## config.mk

```make
export PLATFORM = sky130hd
export DESIGN_NAME = dmem_arbiter
export DESIGN_NICKNAME = d
export VERILOG_FILES = /design/src/rtl/dmem_arbiter.sv
export SDC_FILE = /design/constraint.sdc
export NUM_CORES = 1
export LEC_CHECK = 0
export CELL_PAD_IN_SITES_DETAIL_PLACEMENT = 0
export CELL_PAD_IN_SITES_GLOBAL_PLACEMENT = 1
export CORE_MARGIN = 2
export CORE_UTILIZATION = 19
export DETAILED_ROUTE_END_ITERATION = 16
export PLACE_DENSITY_LB_ADDON = 0.3
export SLEW_MARGIN = 20
export SYNTH_ARGS = -nofsm -noshare
export SYNTH_HDL_FRONTEND = slang
export SYNTH_SLANG_ARGS = --single-unit
export TNS_END_PERCENT = 10
```

## constraint.sdc

```tcl
create_clock -name clk -period 3.7 [get_ports clk]
set_input_delay 0.74 -clock clk [delete_from_list [all_inputs] [get_ports clk]]
set_output_delay 0.74 -clock clk [all_outputs]
set_load 0.05 [all_outputs]
```

## src/rtl/dmem_arbiter.sv

```systemverilog
// Two-requester arbiter for the single datamem port: CPU MEM stage vs DMA/debug.
// Optional perf counters (cpu_stall_cnt, dma_force_cnt) under `DMEM_ARB_PERF_EN.
module dmem_arbiter #(
  parameter int DATA_WIDTH = 32,
  parameter int MAX_WAIT   = 4,
  parameter int LOCK_MAX   = 8
) (
  input  logic                  clk,
  input  logic                  rst_n,
  input  logic                  cpu_req,
  input  logic                  cpu_we,
  input  logic [1:0]            cpu_type,
  input  logic                  cpu_sext,
  input  logic [DATA_WIDTH-1:0] cpu_addr,
  input  logic [DATA_WIDTH-1:0] cpu_wdata,
  output logic [DATA_WIDTH-1:0] cpu_rdata,
  output logic                  cpu_stall,
  input  logic                  dma_req,
  input  logic                  dma_lock,
  input  logic                  dma_we,
  input  logic [1:0]            dma_type,
  input  logic                  dma_sext,
  input  logic [DATA_WIDTH-1:0] dma_addr,
  input  logic [DATA_WIDTH-1:0] dma_wdata,
  output logic                  dma_gnt,
  output logic [DATA_WIDTH-1:0] dma_rdata,
  output logic                  dma_rvalid,
  output logic                  mem_we,
  output logic [1:0]            mem_type,
  output logic                  mem_sext,
  output logic [DATA_WIDTH-1:0] mem_addr,
  output logic [DATA_WIDTH-1:0] mem_din,
  input  logic [DATA_WIDTH-1:0] mem_dout
`ifdef DMEM_ARB_PERF_EN
  ,
  output logic [31:0]           cpu_stall_cnt,
  output logic [15:0]           dma_force_cnt
`endif
);

  typedef enum logic [1:0] {S_IDLE, S_LOCK, S_FORCE} state_t;

  typedef struct packed {
    logic [1:0]            typ;
    logic                  sext;
    logic [DATA_WIDTH-1:0] addr;
    logic [DATA_WIDTH-1:0] wdata;
  } acc_t;

  localparam logic [3:0] WMAX = 4'(MAX_WAIT);
  localparam logic [7:0] LMAX = 8'(LOCK_MAX);

  state_t     state, cur, nxt_state;
  logic [3:0] wait_cnt, wait_cur, wait_nxt;
  logic [7:0] beat_cnt, beat_nxt;
  logic       cpu_gnt;
  acc_t       cpu_acc, dma_acc, mem_acc;

  // While reset is held the arbitration behaves as a fresh IDLE cycle.
  assign cur      = rst_n ? state : S_IDLE;
  assign wait_cur = rst_n ? wait_cnt : 4'd0;

  always_comb begin
    cpu_gnt   = 1'b0;
    dma_gnt   = 1'b0;
    nxt_state = cur;
    beat_nxt  = beat_cnt;
    case (cur)
      S_IDLE: begin
        dma_gnt = dma_req & (~cpu_req | (wait_cur == WMAX));
        cpu_gnt = cpu_req & ~dma_gnt;
        if (dma_gnt & dma_lock) begin
          nxt_state = S_LOCK;
          beat_nxt  = 8'd1;
        end
      end
      S_LOCK: begin
        dma_gnt = dma_req;
        if (~dma_lock | ~dma_req)
          nxt_state = S_IDLE;
        else if ((beat_cnt + 8'd1) >= LMAX) begin
          // window of LOCK_MAX beats used up; start a fresh one
          beat_nxt = 8'd0;
          if (cpu_req) nxt_state = S_FORCE;
        end else
          beat_nxt = beat_cnt + 8'd1;
      end
      S_FORCE: begin
        cpu_gnt   = cpu_req;
        beat_nxt  = 8'd0;
        nxt_state = (dma_lock & dma_req) ? S_LOCK : S_IDLE;
      end
      default: nxt_state = S_IDLE;
    endcase
  end

  always_comb begin
    wait_nxt = wait_cur;
    if (~dma_req | dma_gnt)  wait_nxt = 4'd0;
    else if (wait_cur < WMAX) wait_nxt = wait_cur + 4'd1;
  end

  always_ff @(posedge clk) begin
    if (!rst_n) begin
      state      <= S_IDLE;
      wait_cnt   <= 4'd0;
      beat_cnt   <= 8'd0;
      dma_rvalid <= 1'b0;
      dma_rdata  <= '0;
    end else begin
      state      <= nxt_state;
      wait_cnt   <= wait_nxt;
      beat_cnt   <= beat_nxt;
      dma_rvalid <= dma_gnt & ~dma_we;
      if (dma_gnt & ~dma_we) dma_rdata <= mem_dout;
    end
  end

  assign cpu_acc = '{typ: cpu_type, sext: cpu_sext, addr: cpu_addr, wdata: cpu_wdata};
  assign dma_acc = '{typ: dma_type, sext: dma_sext, addr: dma_addr, wdata: dma_wdata};
  assign mem_acc = dma_gnt ? dma_acc : cpu_acc;

  assign mem_we    = dma_gnt ? dma_we : (cpu_we & cpu_gnt);
  assign mem_type  = mem_acc.typ;
  assign mem_sext  = mem_acc.sext;
  assign mem_addr  = mem_acc.addr;
  assign mem_din   = mem_acc.wdata;
  assign cpu_rdata = mem_dout;
  assign cpu_stall = cpu_req & ~cpu_gnt;

`ifdef DMEM_ARB_PERF_EN
  always_ff @(posedge clk) begin
    if (!rst_n) begin
      cpu_stall_cnt <= '0;
      dma_force_cnt <= '0;
    end else begin
      if (cpu_stall) cpu_stall_cnt <= cpu_stall_cnt + 32'd1;
      if ((cur == S_IDLE) & dma_req & cpu_req & (wait_cur == WMAX))
        dma_force_cnt <= dma_force_cnt + 16'd1;
    end
  end
`endif

endmodule
```

# [Yosys cells after proc, flatten, opt, wreduce, memory -nomap -nowiden]
# Cells that the tools add are included.
[word_totals] wordCells=52 out_inout_bits=135 inputBits=173 ff_bits=47
[classes] n_reduce_logical=4 magnitude_cmp=2 n_eq_ne=5 add_sub_neg=2 bitwise_logic=17 n_mux=17
[ops] cell="$mux 67" count=1
[ops] cell="$mux 8" count=3
[ops] cell="$pmux 8 s3" count=1
[ops] cell="$mux 2" count=5
[ops] cell="$add 8x1->8 const B" count=1
[ops] cell="$ge 8x4->1 const B" count=1
[ops] cell="$mux 4" count=2
[ops] cell="$and 1x1->1" count=7
[ops] cell="$not 1->1" count=7
[ops] cell="$pmux 2 s3" count=1
[ops] cell="$add 4x1->4 const B" count=1
[ops] cell="$eq 4x3->1 const B" count=1
[ops] cell="$lt 4x3->1 const B" count=1
[ops] cell="$ne 2x2->1 const B" count=2
[ops] cell="$pmux 1 s2" count=2
[ops] cell="$or 1x1->1" count=3
[ops] cell="$reduce_and 3->1" count=1
[ops] cell="$reduce_bool 3->1" count=1
[ops] cell="$eq 2x1->1 const B" count=1
[ops] cell="$eq 2x2->1 const B" count=1
[ops] cell="$logic_not 2->1" count=1
[ops] cell="$mux 1" count=2
[ops] cell="$reduce_or 2->1" count=1

# [Longest topological paths before layout]
[depth] word_depth=9 mapped_depth=11

# [Least setup slack after synthesis]
# Ideal clock, no wire load.
[synth_timing] path_type="input port to output port" startpoint="input port rst_n" endpoint="output port mem_we" t_arrival_ps=3259 path_slack_ps=-299 path_buffers=4 cell_stages=11 path_cell_list="buf_6 > clkbuf_1 > buf_1 > nand2_1 > ha_1 > nand4b_1 > a21boi_2 > o211ai_2 > buf_2 > nand2_1 > o22ai_1"
[synth_via] elab_chain_cells=9 elab_cells_between_ends=14 classes_between="3 x eq/ne; 5 x mux; 5 x bitwise; 1 x reduce/logical"
[synth_rtl] item="from (decl)" line="9" source="input logic rst_n,"
[synth_rtl] item="$mux 4" line="61" source="assign wait_cur = rst_n ? wait_cnt : 4'd0;"
[synth_rtl] item="$eq 4x3->1" line="70" source="dma_gnt = dma_req & (~cpu_req | (wait_cur == WMAX));"
[synth_rtl] item="$or 1x1->1" line="70"
[synth_rtl] item="$and 1x1->1" line="70"
[synth_rtl] item="$not 1->1" line="71" source="cpu_gnt = cpu_req & ~dma_gnt;"
[synth_rtl] item="$and 1x1->1" line="71"
[synth_rtl] item="$pmux 1 s2" line="68" source="case (cur)"
[synth_rtl] item="$and 1x1->1" line="123" source="assign mem_we = dma_gnt ? dma_we : (cpu_we & cpu_gnt);"
[synth_rtl] item="$mux 1 (*)" line="123"
[synth_rtl] item="to (decl)" line="28" source="output logic mem_we,"
# Every way passes the cells marked *; elsewhere a longest branch is shown, timed or not.

# [Worst setup path after layout]
[layout_timing] startpoint="input port rst_n" endpoint="output port mem_din[30]"
[layout_via] elab_chain_cells=6 elab_cells_between_ends=9 classes_between="2 x eq/ne; 4 x mux; 2 x bitwise; 1 x reduce/logical"
[layout_rtl] item="$mux 4" line="61"
[layout_rtl] item="$eq 4x3->1" line="70"
[layout_rtl] item="$or 1x1->1" line="70"
[layout_rtl] item="$and 1x1->1" line="70"
[layout_rtl] item="$pmux 1 s2 (*)" line="68"
[layout_rtl] item="$mux 67 (*)" line="121" source="assign mem_acc = dma_gnt ? dma_acc : cpu_acc;"
[layout_rtl] item="to (decl)" line="32" source="output logic [DATA_WIDTH-1:0] mem_din,"
# Marks and branches as above.

==> reports/qor.yml <==
regArea_sq_um: 941
power_frac_comb_pct: 43.8
ys_types: 41
root_buffer: "clkbuf_16"
yosysMostFrequentCell: "mux2_2"
finalMaxSlewViolations: 0
switching_share_pct: 34.9
finalCritPeriodShare_pct: 95.9
vdd_ir_drop_max_mv: 0.183
syn_nets: 526
hold_viol: 0
viasPerCell: 4.19
tns_ns: 0
post-route-drc-count: 0
synth_top_area_cell: "dfxtp_1"
first_pass_iters: 5
power_switching_mw: 0.684
clkPwrFrac_pct: 29.3
antenna_cells: 0
synth-edff-count: 0
rrSetupSlack_ns: 1.40
insertion_delay_ns: 0.28
p_int_mw: 1.27
path_cells: "buf_2 > nand2_1 > ha_1 > a21boi_2 > o211ai_4 > buf_12 > mux2_2 > buf_4"
first_iter_violations: 68
synth_area_leaders: "dfxtp_1, mux2_2, buf_4, nand3_1, o21ai_0"
powerDensity_nw_per_um2: 319
design.core.area_sq_um: 15700
relSlewSlack_pct: 55.4
syn_to_final_growth_pct: 103
fin_area_sq_um: 6140
sequentialPowerShare_pct: 26.9
final.fill_count: 1576
seq_area_frac_synth_pct: 31.1
ant_nets: 0
cts.sinks: 47
maxCapViolations: 0
synthArstFlopShare_pct: 0
rsz0062_at_grt: "false"
crit_buf_inv: 3
end_kind: "primary output"
die_w_um: 130
cts.clk_slew.worst_paths_ns: 0.06
netlist_instances: 345
grt_pass1_wl_um: 18300
antenna_found_initial: 0
worst_pin_slew_ns: 0.669
place_congestion: 0.894
cp-start-kind: "input port"
syn_area_per_cell_sq_um: 8.77
synth_seq_cells: 47
slowest_delay_ns: 0.39
rr_startpoint: "state[0]"
ys_warn_count: 0
hold_depth: 2
cts_made_buffers: 5
h-tree-depth: 2
dieArea_sq_um: 17000
portBuffers: 307
hold_end: "dma_rdata[18]"
multi_input_area_sq_um: 1730
cpMaxStageDelayCell: "mux2_2"
fin_skew_ns: 0.00625
min_period_ns: 3.55
cts_tree: "yes"
reg2reg_depth: 9
cts_hold_buffers: 0
rr_endpoint: "beat_cnt[1]"
nets: 790
dieHeight_um: 130
min_path_type: "flop to flop"
routed_wl_um: 13000
clockBufferDepth: 2
grt.overflow.total: 0
min_from: "dma_rdata[18]"
p_leak_nw: 2.44
grt_pass1_vias: 3466
netlist_area_sq_um: 3030
cts_resized: 0
num_io_pins: 308
vias: 3460
worstSetupPathType: "input port to primary output"
synth.top_cells.by_count: "mux2_2, dfxtp_1, nand2_1, nand3_1, o21ai_0"
crit_required_ns: 2.96
cts_setup_buffers: 0
rows: 46
arrival_ns: 2.81
status: "finished clean"
detailed_place.area_sq_um: 5950
hpwlAfterDp_um: 10900
synth_top_area_share_pct: 31.1
post_drt_wl_per_cell_um: 15.7
start_util_pct: 19.3
drive_above_1_share_pct: 26.6
final-setup-viol-count: 0
cp_top_family: "buffers and inverters"
ys.flop_type: "dfxtp_1"
fmax_ghz: 0.282
gr-usage-all-layers_pct: 14.1
grt_max_degree: 74
crit_path_max_fanout: 71
==> flip-flops by register name, indices dropped and copies added (netlist names) <==
register and count:
beat_cnt 8, dma_rdata 32, dma_rvalid 1, state 2, wait_cnt 4
==> tightest hold or removal path, cell delays in order (launching register included) <==
cell,delay [ns]
dfxtp_1,0.31
nand3_1,0.05
o21ai_0,0.06
==> cells by family after synthesis <==
family	synth area share, %
AOI/OAI and AO/OA	12.1
xor gates and xnor gates	0.289
adders and majority gates	3.31
buffers and inverters	12.6
DFF	31.1
muxes	24.9
and+or+nand+nor	15.8
==> how the worst max path moves through the flow <==
stage / start / to / slack, ns / cells past startpoint
after global routing: rst_n / mem_addr[6] / 0.05 / 8
after CTS: rst_n / mem_din[30] / 0.17 / 8
after global placement: rst_n / mem_addr[15] / 0.23 / 8
final: rst_n / mem_din[30] / 0.15 / 8
after detailed placement: rst_n / mem_din[30] / 0.18 / 8
after floorplan: rst_n / mem_we / 0.02 / 11
==> per-layer routing <==
metal / share of wire, % / up-vias / global-route usage, %
met5: 0 / - / 0
met4: 1.1 / 0 / 3.29
met3: 13 / 7 / 6.64
met2: 53 / 183 / 27.3
met1: 33 / 1558 / 13.5
li1: - / 1712 / -
==> metrics by stage <==
| step | power, mW | std cells | hold WS (ns) | utilization, % | setup WS (ns) |
|---|---|---|---|---|---|
| 2_1_floorplan | 1.04 | 345 | 0.443 | - | 0.0189 |
| 3_3_place_gp | 1.40 | 818 | 0.454 | 37.9 | 0.226 |
| 3_5_place_dp | 1.40 | 818 | 0.463 | 37.9 | 0.181 |
| 4_1_cts | 1.99 | 826 | 0.475 | 39.1 | 0.170 |
| 5_1_grt | 2.04 | 826 | 0.491 | 39.1 | 0.0479 |
| 6_report | 1.96 | 826 | 0.467 | 39.1 | 0.150 |
==> placed cells by master (no fill, tap or decap), types with 2 or more instances in the layout <==
cell type and instances:
inv_1 8, a211oi_1 2, bufinv_16 2, a21oi_1 6, nand3_1 36, nand2_1 43, nand4b_1 2, buf_4 73
clkbuf_16 5, a31oi_1 2, nor2_1 5, dfxtp_1 47, o21ai_0 34, ha_1 8, buf_12 3, clkdlybuf4s50_1 236
and3_1 6, o22ai_2 2, mux2_2 67
==> layout make-up <==
| cell class | count | area share [%] |
|---|---|---|
| Tap cell | 216 | 4.40 |
| Multi-Input combinational cell | 234 | 28.2 |
| Inverter | 8 | 0.489 |
| Clock buffer | 6 | 2.10 |
| Sequential cell | 47 | 15.3 |
| Clock inverter | 2 | 0.979 |
| Timing Repair Buffer | 313 | 48.5 |
==> power groups by stage <==
| stage | combinational (mW) | clock (mW) | sequential [mW] |
|---|---|---|---|
| 3_5_place_dp | 0.864 | 0 | 0.539 |
| 6_report | 0.858 | 0.573 | 0.528 |
| 5_1_grt | 0.896 | 0.613 | 0.529 |
| 3_3_place_gp | 0.861 | 0 | 0.539 |
| 4_1_cts | 0.866 | 0.594 | 0.528 |
| 2_1_floorplan | 0.460 | 0 | 0.584 |
(Power assumes the default switching activity.)
==> variant, RTL diff (same settings) <==
Re-encode `state_t` (3 states) as one-hot, 3 bits wide.
--- a/src/rtl/dmem_arbiter.sv
+++ b/src/rtl/dmem_arbiter.sv
@@ -38,7 +38,7 @@
 `endif
 );
 
-  typedef enum logic [1:0] {S_IDLE, S_LOCK, S_FORCE} state_t;
+  typedef enum logic [2:0] {S_IDLE = 3'b001, S_LOCK = 3'b010, S_FORCE = 3'b100} state_t;
 
   typedef struct packed {
     logic [1:0]            typ;
Function: same outputs for any inputs over 4 cycles, from zero or initial values and one cycle with rst_n low; so few cycles prove little.
==> variant against the original RTL <==
Critical path depth up 2. Synthesized area increased by 5.0%. Routed wire length increased by 15%. Sequential cell count rose by 1. Global-route usage increased by 1.7 points. Die area grew 4.8%. Worst setup slack gained 0.053 ns. Maximum frequency rose by 1.5%. Cell count rose by 2.2%. Total power about the same. Sequential share of layout area is 0.066 points higher. Design area rose by 1.7%. Largest cell class unchanged. Largest power group unchanged. Highest routed layer is now met5.
==> variant: results <==
set metrics [dict create \
    reg2regPathDepth 8 \
    grt_usage_pct 15.88 \
    place_hpwl_um 12260 \
    dr.pass1.iters 6 \
    drtIter0Drc 90 \
    fin_nets 798 \
    finalWirelength_um 14950 \
    antenna_found_initial 5 \
    rr_startpoint "wait_cnt[0]" \
    netlist_top_cells_count "48 x dfxtp_1, 48 x mux2_2, 44 x nand2_1" \
    leakage_nw 2.492 \
    arrival_ns 2.76 \
    cp_max_fo 68 \
    largestRegisters "dma_rdata: 32 flops, beat_cnt: 8 flops, wait_cnt: 4 flops" \
    gp_congestion 0.7929 \
    grt_pass1_vias 3511 \
    vdd_drop_max_uv 196.9 \
    grt_pass1_wl_um 21550 \
    grt_max_degree 69 \
    relSlewSlack_pct 61.38 \
    yosysSeqAreaShare_pct 30.25 \
    synth_cell_types 45 \
    syn_nets 537 \
    yosys-top-cells-area "dfxtp_1 30%, mux2_2 17%, mux2_4 9.0%" \
    whs_path_depth 2 \
    dpl_cell_area_sq_um 6088 \
    reg2reg_to "dma_rdata[29]" \
    drive_gt1_share_pct 25.08 \
    cpPeakStageDelay_ns 0.43 \
    viasPerCell 4.174 \
    fillers 1645 \
    skew_ns 0.006598 \
    hold_end "dma_rdata[16]" \
    reg2reg_slack_ns 1.50 \
    ys_warn_count 0 \
    hp-start "dma_rdata[16]" \
    status "finished, final reports clean" \
]
-- variant: cell families (layout without fill, tap and decap cells) --
family,count (synthesis),after routing,share of synthesized area [%]
compound gates,63,63,12.09
xor+xnor,2,2,0.5515
fa+ha+maj,3,3,1.182
buf+inv,67,328,12.92
flops,48,48,30.25
mux,68,68,26.31
other cells,0,2,0
simple gates,110,110,16.70
-- variant: area by class of cell --
| cell class | count | area, sq um | share of cell area [%] |
|---|---|---|---|
| clock buffer | 6 | 138.9 | 2.225 |
| multi-input combinational | 246 | 1822 | 29.19 |
| tap | 220 | 275.3 | 4.411 |
| clock inverter | 1 | 8.758 | 0.1403 |
| inverter | 8 | 30.03 | 0.4812 |
| timing repair buffer | 313 | 3000 | 48.08 |
| antenna | 2 | 5.005 | 0.08019 |
| sequential | 48 | 960.9 | 15.40 |
-- variant: worst register-to-register path: stages (launching register included) --
cell and delay, ns:
dfxtp_1 0.34, and2_1 0.16, inv_1 0.05, ha_1 0.19
nand4b_1 0.18, a21oi_4 0.10, o211ai_1 0.28, buf_4 0.54
o21ai_0 0.21
-- variant: stage by stage --
stage          util, %  std cells  hold slack (ns)  setup slack (ns)
4_1_cts          37.87        842           0.4607            0.2006
3_5_place_dp     36.98        835           0.4507            0.2041
2_1_floorplan        -        361           0.4394           0.01268
6_report         37.90        844           0.4563            0.2032
5_1_grt          37.87        842           0.4785           0.07976
3_3_place_gp     36.98        835           0.4439            0.2425
-- variant: worst max-delay path by stage --
| stage | to | cells after the start |
|---|---|---|
| final | mem_din[0] | 10 |
| after floorplan | mem_addr[15] | 11 |
| after global placement | mem_din[0] | 10 |
| after global routing | mem_din[0] | 10 |
| after CTS | mem_din[0] | 10 |
| after detailed placement | mem_din[0] | 10 |
-- variant: power breakdown --
| part | switching (mW) | total [mW] | internal [mW] | leakage [nW] |
|---|---|---|---|---|
| combinational | 0.546 | 0.952 | 0.406 | 2.03 |
| clock | 0.195 | 0.462 | 0.267 | 0.0729 |
| sequential | 0.0105 | 0.544 | 0.534 | 0.390 |
-- variant: per-layer routing --
metal	routed length, um	part of all wire (%)	vias up	GRT usage (%)
li1	-	-	1752	-
met1	5542	37	1549	16.68
met3	1592	11	16	6.849
met2	7599	51	200	29.32
met5	37	0.25	-	0
met4	182	1.2	6	3.487
